===== src/rtl/i2s_pkg.sv =====
// Shared constants and state encoding for the I2S receiver.
package i2s_pkg;

    localparam int DATA_W_DEF = 24;
    localparam int SLOT_W_DEF = 32;

    typedef enum logic [1:0] {
        IDLE,
        LEFT,
        RIGHT
    } state_e;

endpackage


===== src/rtl/i2s_sync.sv =====
// Two-flop synchronizer for one asynchronous input, followed by registered
// rising/falling edge pulses aligned with the delayed level output.
module i2s_sync (
    input  logic clk,
    input  logic rst,
    input  logic i_din,
    output logic o_level,
    output logic o_rise,
    output logic o_fall
);

    logic r_meta;
    logic r_sync;
    logic r_prev;
    logic r_rise;
    logic r_fall;

    // NOTE: non-blocking assignments so every flop samples the pre-edge value of its neighbour.
    always_ff @(posedge clk or negedge rst) begin
        if (!rst) begin
            r_meta <= 1'b0;
            r_sync <= 1'b0;
            r_prev <= 1'b0;
            r_rise <= 1'b0;
            r_fall <= 1'b0;
        end else begin
            r_meta <= i_din;
            r_sync <= r_meta;
            r_prev <= r_sync;
            r_rise <= r_sync & ~r_prev;
            r_fall <= ~r_sync & r_prev;
        end
    end

    assign o_level = r_prev;
    assign o_rise  = r_rise;
    assign o_fall  = r_fall;

endmodule


===== src/rtl/i2s_rx.sv =====
// I2S receiver: deserializes left/right words and presents them as a
// valid/ready pair. Define I2S_RX_ERR_CNT_EN to add the saturating err_cnt output.
module i2s_rx
    import i2s_pkg::*;
#(
    parameter int DATA_W = DATA_W_DEF,
    parameter int SLOT_W = SLOT_W_DEF
) (
    input  logic              clk,
    input  logic              rst,
    input  logic              sck,
    input  logic              lrck,
    input  logic              sdin,
    output logic [DATA_W-1:0] out_left,
    output logic [DATA_W-1:0] out_right,
    output logic              out_valid,
    input  logic              out_ready,
    output logic              overrun
`ifdef I2S_RX_ERR_CNT_EN
    ,
    output logic [7:0]        err_cnt
`endif
);

    localparam int               CNT_W   = $clog2(SLOT_W + 2);
    localparam logic [CNT_W-1:0] CNT_MAX = CNT_W'(SLOT_W + 1);

    logic w_sck_rise;
    logic w_sck_fall;
    logic w_sck_level;
    logic w_lr_rise;
    logic w_lr_fall;
    logic w_lr_level;
    logic w_sdin;
    logic w_sd_rise;
    logic w_sd_fall;
    logic w_unused;

    i2s_sync u_sync_sck (
        .clk     (clk),
        .rst     (rst),
        .i_din   (sck),
        .o_level (w_sck_level),
        .o_rise  (w_sck_rise),
        .o_fall  (w_sck_fall)
    );

    i2s_sync u_sync_lrck (
        .clk     (clk),
        .rst     (rst),
        .i_din   (lrck),
        .o_level (w_lr_level),
        .o_rise  (w_lr_rise),
        .o_fall  (w_lr_fall)
    );

    i2s_sync u_sync_sdin (
        .clk     (clk),
        .rst     (rst),
        .i_din   (sdin),
        .o_level (w_sdin),
        .o_rise  (w_sd_rise),
        .o_fall  (w_sd_fall)
    );

    assign w_unused = ^{w_sck_level, w_sck_fall, w_lr_level, w_sd_rise, w_sd_fall};

    state_e            r_state;
    logic [CNT_W-1:0]  r_bit_cnt;
    logic [DATA_W-1:0] r_word;
    logic [DATA_W-1:0] r_hold;
    logic [DATA_W-1:0] r_out_left;
    logic [DATA_W-1:0] r_out_right;
    logic              r_valid;
    logic              r_overrun;
    logic [DATA_W-1:0] w_word_next;
    logic              w_shift_en;
    logic              w_pair_done;
    logic              w_drop;

    // Count 0 is the I2S one-bit delay; count k places bit k at MSB-(k-1), so
    // short words arrive left-justified over the zeros cleared at each lrck edge.
    // NOTE: default assignment first keeps this combinational block latch-free.
    always_comb begin
        w_word_next = r_word;
        for (int i = 0; i < DATA_W; i++) begin
            if (int'(r_bit_cnt) == DATA_W - i) begin
                w_word_next[i] = w_sdin;
            end
        end
    end

    assign w_shift_en  = (r_state != IDLE) && w_sck_rise;
    assign w_pair_done = (r_state == RIGHT) && w_lr_fall;
    assign w_drop      = w_pair_done && r_valid && !out_ready;

    always_ff @(posedge clk or negedge rst) begin
        if (!rst) begin
            r_state     <= IDLE;
            r_bit_cnt   <= '0;
            r_word      <= '0;
            r_hold      <= '0;
            r_out_left  <= '0;
            r_out_right <= '0;
            r_valid     <= 1'b0;
            r_overrun   <= 1'b0;
        end else begin
            r_overrun <= 1'b0;
            if (r_valid && out_ready) begin
                r_valid <= 1'b0;
            end
            if (w_shift_en) begin
                r_word <= w_word_next;
                if (r_bit_cnt != CNT_MAX) begin
                    r_bit_cnt <= r_bit_cnt + 1'b1;
                end
            end
            case (r_state)
                IDLE: begin
                    if (w_lr_fall) begin
                        r_state   <= LEFT;
                        r_word    <= '0;
                        r_bit_cnt <= '0;
                    end
                end
                LEFT: begin
                    if (w_lr_rise) begin
                        r_state   <= RIGHT;
                        r_hold    <= r_word;
                        r_word    <= '0;
                        r_bit_cnt <= '0;
                    end
                end
                RIGHT: begin
                    if (w_lr_fall) begin
                        r_state   <= LEFT;
                        r_word    <= '0;
                        r_bit_cnt <= '0;
                        // A pair completing during the handshake cycle replaces the accepted one.
                        if (w_drop) begin
                            r_overrun <= 1'b1;
                        end else begin
                            r_out_left  <= r_hold;
                            r_out_right <= r_word;
                            r_valid     <= 1'b1;
                        end
                    end
                end
                default: r_state <= IDLE;
            endcase
        end
    end

    assign out_left  = r_out_left;
    assign out_right = r_out_right;
    assign out_valid = r_valid;
    assign overrun   = r_overrun;

`ifdef I2S_RX_ERR_CNT_EN
    logic [7:0] r_err_cnt;

    always_ff @(posedge clk or negedge rst) begin
        if (!rst) begin
            r_err_cnt <= 8'd0;
        end else if (w_drop && r_err_cnt != 8'hFF) begin
            r_err_cnt <= r_err_cnt + 8'd1;
        end
    end

    assign err_cnt = r_err_cnt;
`endif

endmodule


===== config.mk =====
export PLATFORM = sky130hd
export DESIGN_NAME = i2s_rx
export DESIGN_NICKNAME = d
export VERILOG_FILES = /design/src/rtl/i2s_pkg.sv /design/src/rtl/i2s_sync.sv /design/src/rtl/i2s_rx.sv
export SDC_FILE = /design/constraint.sdc
export NUM_CORES = 1
export LEC_CHECK = 0
export BUFFER_PORTS_ARGS = -buffer_cell sky130_fd_sc_hd__buf_2
export CORE_MARGIN = 5
export CORE_UTILIZATION = 55
export CTS_BUF_LIST = sky130_fd_sc_hd__clkbuf_8 sky130_fd_sc_hd__clkbuf_16
export DETAILED_ROUTE_END_ITERATION = 6
export PLACE_DENSITY = 0.86
export SLEW_MARGIN = 10
export SYNTH_ARGS = -nofsm -noshare
export SYNTH_HDL_FRONTEND = slang
export SYNTH_SLANG_ARGS = --single-unit

===== constraint.sdc =====
create_clock -name clk -period 2.5 [get_ports clk]
set_clock_uncertainty 0.05 [all_clocks]
set_input_delay 0.375 -clock clk [delete_from_list [all_inputs] [get_ports clk]]
set_output_delay 0.375 -clock clk [all_outputs]
set_load 0.05 [all_outputs]

# Yosys cells after proc, flatten, opt, wreduce, memory -nomap -nowiden
# Cells that the tools add are included.
# totals
reg_bits,118
inputBits,6
out_inout_bits,50
word_cells,112
# op_classes
n_addsub,1
n_eq_ne,29
n_mux,43
n_bitwise,7
n_reduce_logical,12
# ops
op,count
2-to-1 mux 24 bit,3
"equality test 6 bit, second input constant",9
"equality test 6 x 5 -> 1 bit, second input constant",8
one-hot mux 24 bit (2 select lines),1
2-to-1 mux 1 bit,31
"equality test 6 x 4 -> 1 bit, second input constant",4
2-to-1 mux 6 bit,4
"equality test 6 x 3 -> 1 bit, second input constant",2
one-hot mux 6 bit (2 select lines),1
"adder 6 x 1 -> 6 bit, second input constant",1
"equality test 6 x 2 -> 1 bit, second input constant",1
"!= test 6 bit, second input constant",1
logical AND 1 bit,5
2-to-1 mux 2 bit,2
"!= test 2 x 1 -> 1 bit, second input constant",2
NOT 1 bit,4
one-hot mux 2 bit (2 select lines),1
AND reduction 2 bit,2
bitwise AND 1 bit,3
AND reduction 3 bit,1
"equality test 2 x 1 -> 1 bit, second input constant",1
"equality test 2 bit, second input constant",1
logical NOT 2 bit,1
nonzero test 2 bit,1
2 further kinds,2

# Logic depth before layout (Yosys ltp)
# depth
word_depth,7
mapped_depth,6
depth_no_buf,5

# Cells and area by module
# Synthesis repeated with hierarchy kept, for this count alone.
# unflattened
hier_cells,374
hier_area_um2,4926.0
# modules_own_cells
mod,instances,cells_per_inst,area_per_inst_um2,seq_area_each_um2
i2s_rx,1,353,4505.6,2652.5
i2s_sync,3,7,140.1,125.1

# Worst setup path after synthesis
# Ideal clock, no wire load.
# synth_timing
kind,register to register
startpoint,register r_valid (netlist: out_valid)
endpoint,register r_out_left[10] (netlist: out_left[10])
setup_time_ns,0.127
arrival_time_ns,1.516
required_time_ns,2.323
setup_slack_ns,0.807
stages_incl_launch_ff,6
path_buffers,2
period_less_slack_ns,1.693
path_cell_list,dfrtp_1 nand2b_1 nor2b_2 buf_6 buf_6 mux2_1
# synth_via
elab_chain_cells,4
# synth_lines
element,line,text
from (decl),i2s_rx.sv:74,logic r_valid;
from (signal assigned),i2s_rx.sv:105,r_valid <= 1'b0;
from (signal assigned),i2s_rx.sv:110,r_valid <= 1'b0;
from (signal assigned),i2s_rx.sv:145,r_valid <= 1'b1;
logical AND 1 bit (2 in series),i2s_rx.sv:95,assign w_drop = w_pair_done && r_valid && !out_ready;
NOT 1 bit (no line),--,
AND reduction 3 bit (no line),--,
to (signal assigned),i2s_rx.sv:143,r_out_left <= r_hold;
to (decl),i2s_rx.sv:72,logic [DATA_W-1:0] r_out_left;
# Every way passes these cells.
# A chain may end at the register's enable or synchronous reset.

# Worst setup path after layout
# layout_timing
startpoint,register r_state[1]
endpoint,register r_hold[23]
# layout_via
elab_chain_cells,2
# layout_lines
element,line,text
from (decl),i2s_rx.sv:68,state_e r_state;
from (signal assigned),i2s_rx.sv:99,r_state <= IDLE;
from (signal assigned),i2s_rx.sv:121,r_state <= LEFT;
from (signal assigned),i2s_rx.sv:128,r_state <= RIGHT;
equality test 2 x 1 -> 1 bit,i2s_rx.sv:118,case (r_state)
AND reduction 2 bit (no line),--,
to (signal assigned),i2s_rx.sv:129,r_hold <= r_word;
to (decl),i2s_rx.sv:71,logic [DATA_W-1:0] r_hold;
# Every way passes these cells.

==> flow_summary.json <==
{
  "status": "finished, final reports clean",
  "crit_slowest_cell": "dfrtp_1",
  "cp.required_ns": 2.84,
  "first_global_vias": 3234,
  "end_kind": "register",
  "crit_path_cell_trace": "nand3b_4 -> buf_4 -> mux2_1",
  "clk_pin_slew_ns": 0.06,
  "yosys-top-cells-area": "dfrtp_1 61%, mux2_1 8.3%, mux2_2 6.5%, mux2i_1 5.5%, nand3_1 3.7%",
  "htreeDepth": 4,
  "cts_setup_buffers": 0,
  "netlist_instances": 346,
  "die_w_um": 104,
  "synth_flop_cell": "dfrtp_1",
  "crit_fanout": 25,
  "ys_types": 34,
  "post-route-period-util": 0.725,
  "ios": 56,
  "ys_seq_elements": 118,
  "wl_per_cell_um": 17.1,
  "synth_seq_area_share": 0.606,
  "synth_nets": 357,
  "antenna_cells": 0,
  "dieArea_sq_mm": 0.0108,
  "dp.cells": 494,
  "tns_ns": 0,
  "ir_drop_uv": 532,
  "syn_area_sq_mm": 0.00487,
  "cpPeakStageDelay_ns": 0.53,
  "cp-start-kind": "register",
  "core.rowCount": 34,
  "vias": 2925,
  "vias_per_cell": 5.52,
  "mostFrequentLayoutCell": "dfrtp_1",
  "antenna_found_initial": 0,
  "ys_warn_count": 0,
  "drv_cap": 0,
  "tightest_slew_ns": 0.616,
  "worst_hold_path_type": "primary input to register",
  "reg2reg_slack_ns": 0.69,
  "drtPass1Iterations": 4,
  "gr-total-overflow": 0,
  "finalWeightedCongestion": 0.871,
  "yosys.area.top_type": "dfrtp_1",
  "start_util": 0.561,
  "fin_util": 0.671,
  "insertion_delay_ns": 0.51,
  "rsz0062_at_grt": "no",
  "grt_max_degree": 49,
  "async_reset_ff_frac": 1.00,
  "syn_avg_cell_area_sq_um": 14.1,
  "core_area_sq_mm": 0.00868,
  "p_leak_uw": 0.00322,
  "period_needed_ns": 1.81,
  "area_growth_pct": 19.6,
  "fmax_mhz": 552,
  "place_hpwl_mm": 5.76,
  "setup_viol": 0,
  "yosysTopAreaCellShare": 0.606,
  "finalHoldViolCount": 0,
  "antenna_left": 0,
  "cts_buffers": 17,
  "slew_violations": 0,
  "crit_type": "register to register",
  "drt_iter0_markers": 282,
  "drive_above_1_share": 0.325,
  "cts_tree": "done",
  "post-route-drc-count": 0,
  "grt_pass1_wl_mm": 15.9,
  "synth_edf_count": 0,
  "die_h_um": 104,
  "final_cells": 530,
  "nNetsFinal": 420,
  "power_uw": 4670,
  "cts_root_buf": "clkbuf_8",
  "port_buffers": 55,
  "power_density_mw_per_mm2": 801,
  "grt_use_total": 0.183,
  "clock-sinks": 118,
  "worstPathArrival_ns": 2.15,
  "finalWirelength_mm": 9.05,
  "relSlewSlack": 0.589,
  "layout_common_cells": "118 x dfrtp_1, 54 x buf_2, 36 x nand3_1, 36 x mux2_1, 28 x mux2_2",
  "whs_ns": 0.139,
  "clockBufferDepth": 2
}
## critical path: cells and delay by family, from the launching register on
kind | cells | cell delay [ns]
buffers and inverters | 1 | 0.33
multiplexers | 1 | 0.36
flip-flops | 1 | 0.53
AND/OR/NAND/NOR | 1 | 0.42
## final timing paths
path	cells after the start	endpoint	start
max in group asynchronous	3	out_left[19]	rst
hold reg to reg	0	u_sync_sck.r_sync	u_sync_sck.r_meta
hold / removal	3	overrun	out_ready
min in group asynchronous	2	out_left[20]	rst
setup / recovery	3	r_hold[23]	r_state[1]
setup reg to reg	3	r_hold[23]	r_state[1]
## power by group
group	switching (uW)	internal [uW]
logic	245	133
registers	73.5	1960
clock network	912	1340
## per-stage QoR
step | setup slack [ns] | area (sq um)
6_report | 0.688 | 5820
3_3_place_gp | 0.775 | 5220
4_1_cts | 0.685 | 5820
5_1_grt | 0.519 | 5820
2_1_floorplan | 0.807 | 4870
3_5_place_dp | 0.711 | 5220
## cells by family after synthesis
kind of cell,count (synthesis),share of synthesized area
AND/OR/NAND/NOR,83,0.0961
buffers and inverters,26,0.0339
AO/OA/AOI/OAI,15,0.0226
adder cells (fa/ha/maj),5,0.0128
flip-flops,118,0.606
multiplexers,99,0.228
## sequential cells by signal, indices dropped and copies added (netlist names)
register	flops
out_left	24
out_right	24
out_valid	1
overrun	1
r_bit_cnt	6
r_hold	24
r_state	2
r_word	24
u_sync_lrck.o_fall	1
u_sync_lrck.o_level	1
u_sync_lrck.o_rise	1
u_sync_lrck.r_meta	1
u_sync_lrck.r_sync	1
u_sync_sck.o_level	1
u_sync_sck.o_rise	1
u_sync_sck.r_meta	1
u_sync_sck.r_sync	1
u_sync_sdin.o_level	1
u_sync_sdin.r_meta	1
u_sync_sdin.r_sync	1
## cells in the mapped netlist (2+ instances only)
master / instances
a21oi_1: 3
buf_2: 9
buf_4: 5
buf_6: 5
clkbuf_1: 3
dfrtp_1: 118
ha_1: 5
inv_1: 3
mux2_1: 36
mux2_2: 28
mux2_4: 8
mux2i_1: 27
nand2_1: 23
nand2b_1: 4
nand3_1: 36
nand3b_1: 2
nor2_1: 3
nor2b_1: 3
nor4b_2: 3
nor4bb_1: 2
o211a_1: 4
o21ai_0: 3
or3_1: 2
## routing by layer
metal / global-route usage / part of all wire / wire (um) / vias up
li1: - / - / - / 1352
met1: 0.224 / 0.40 / 3660 / 1481
met2: 0.305 / 0.53 / 4770 / 79
met3: 0.0621 / 0.056 / 508 / 13
met4: 0.0620 / 0.013 / 114 / 0
met5: 0 / 0 / 0 / -
## layout make-up
type	instances	area, sq um
tap	108	135
clock buffer	17	414
timing repair buffer	67	403
fill	619	2860
sequential	118	2950
inverter	3	11.3
clock inverter	15	149
multi-input combinational	202	1760
## timing repair
action | 4_1_cts | 5_1_grt
endpoints found under the hold margin | 47 | 0
hold buffers | 4 | 0
gates resized for setup | 0 | 0
(Power assumes the default switching activity.)
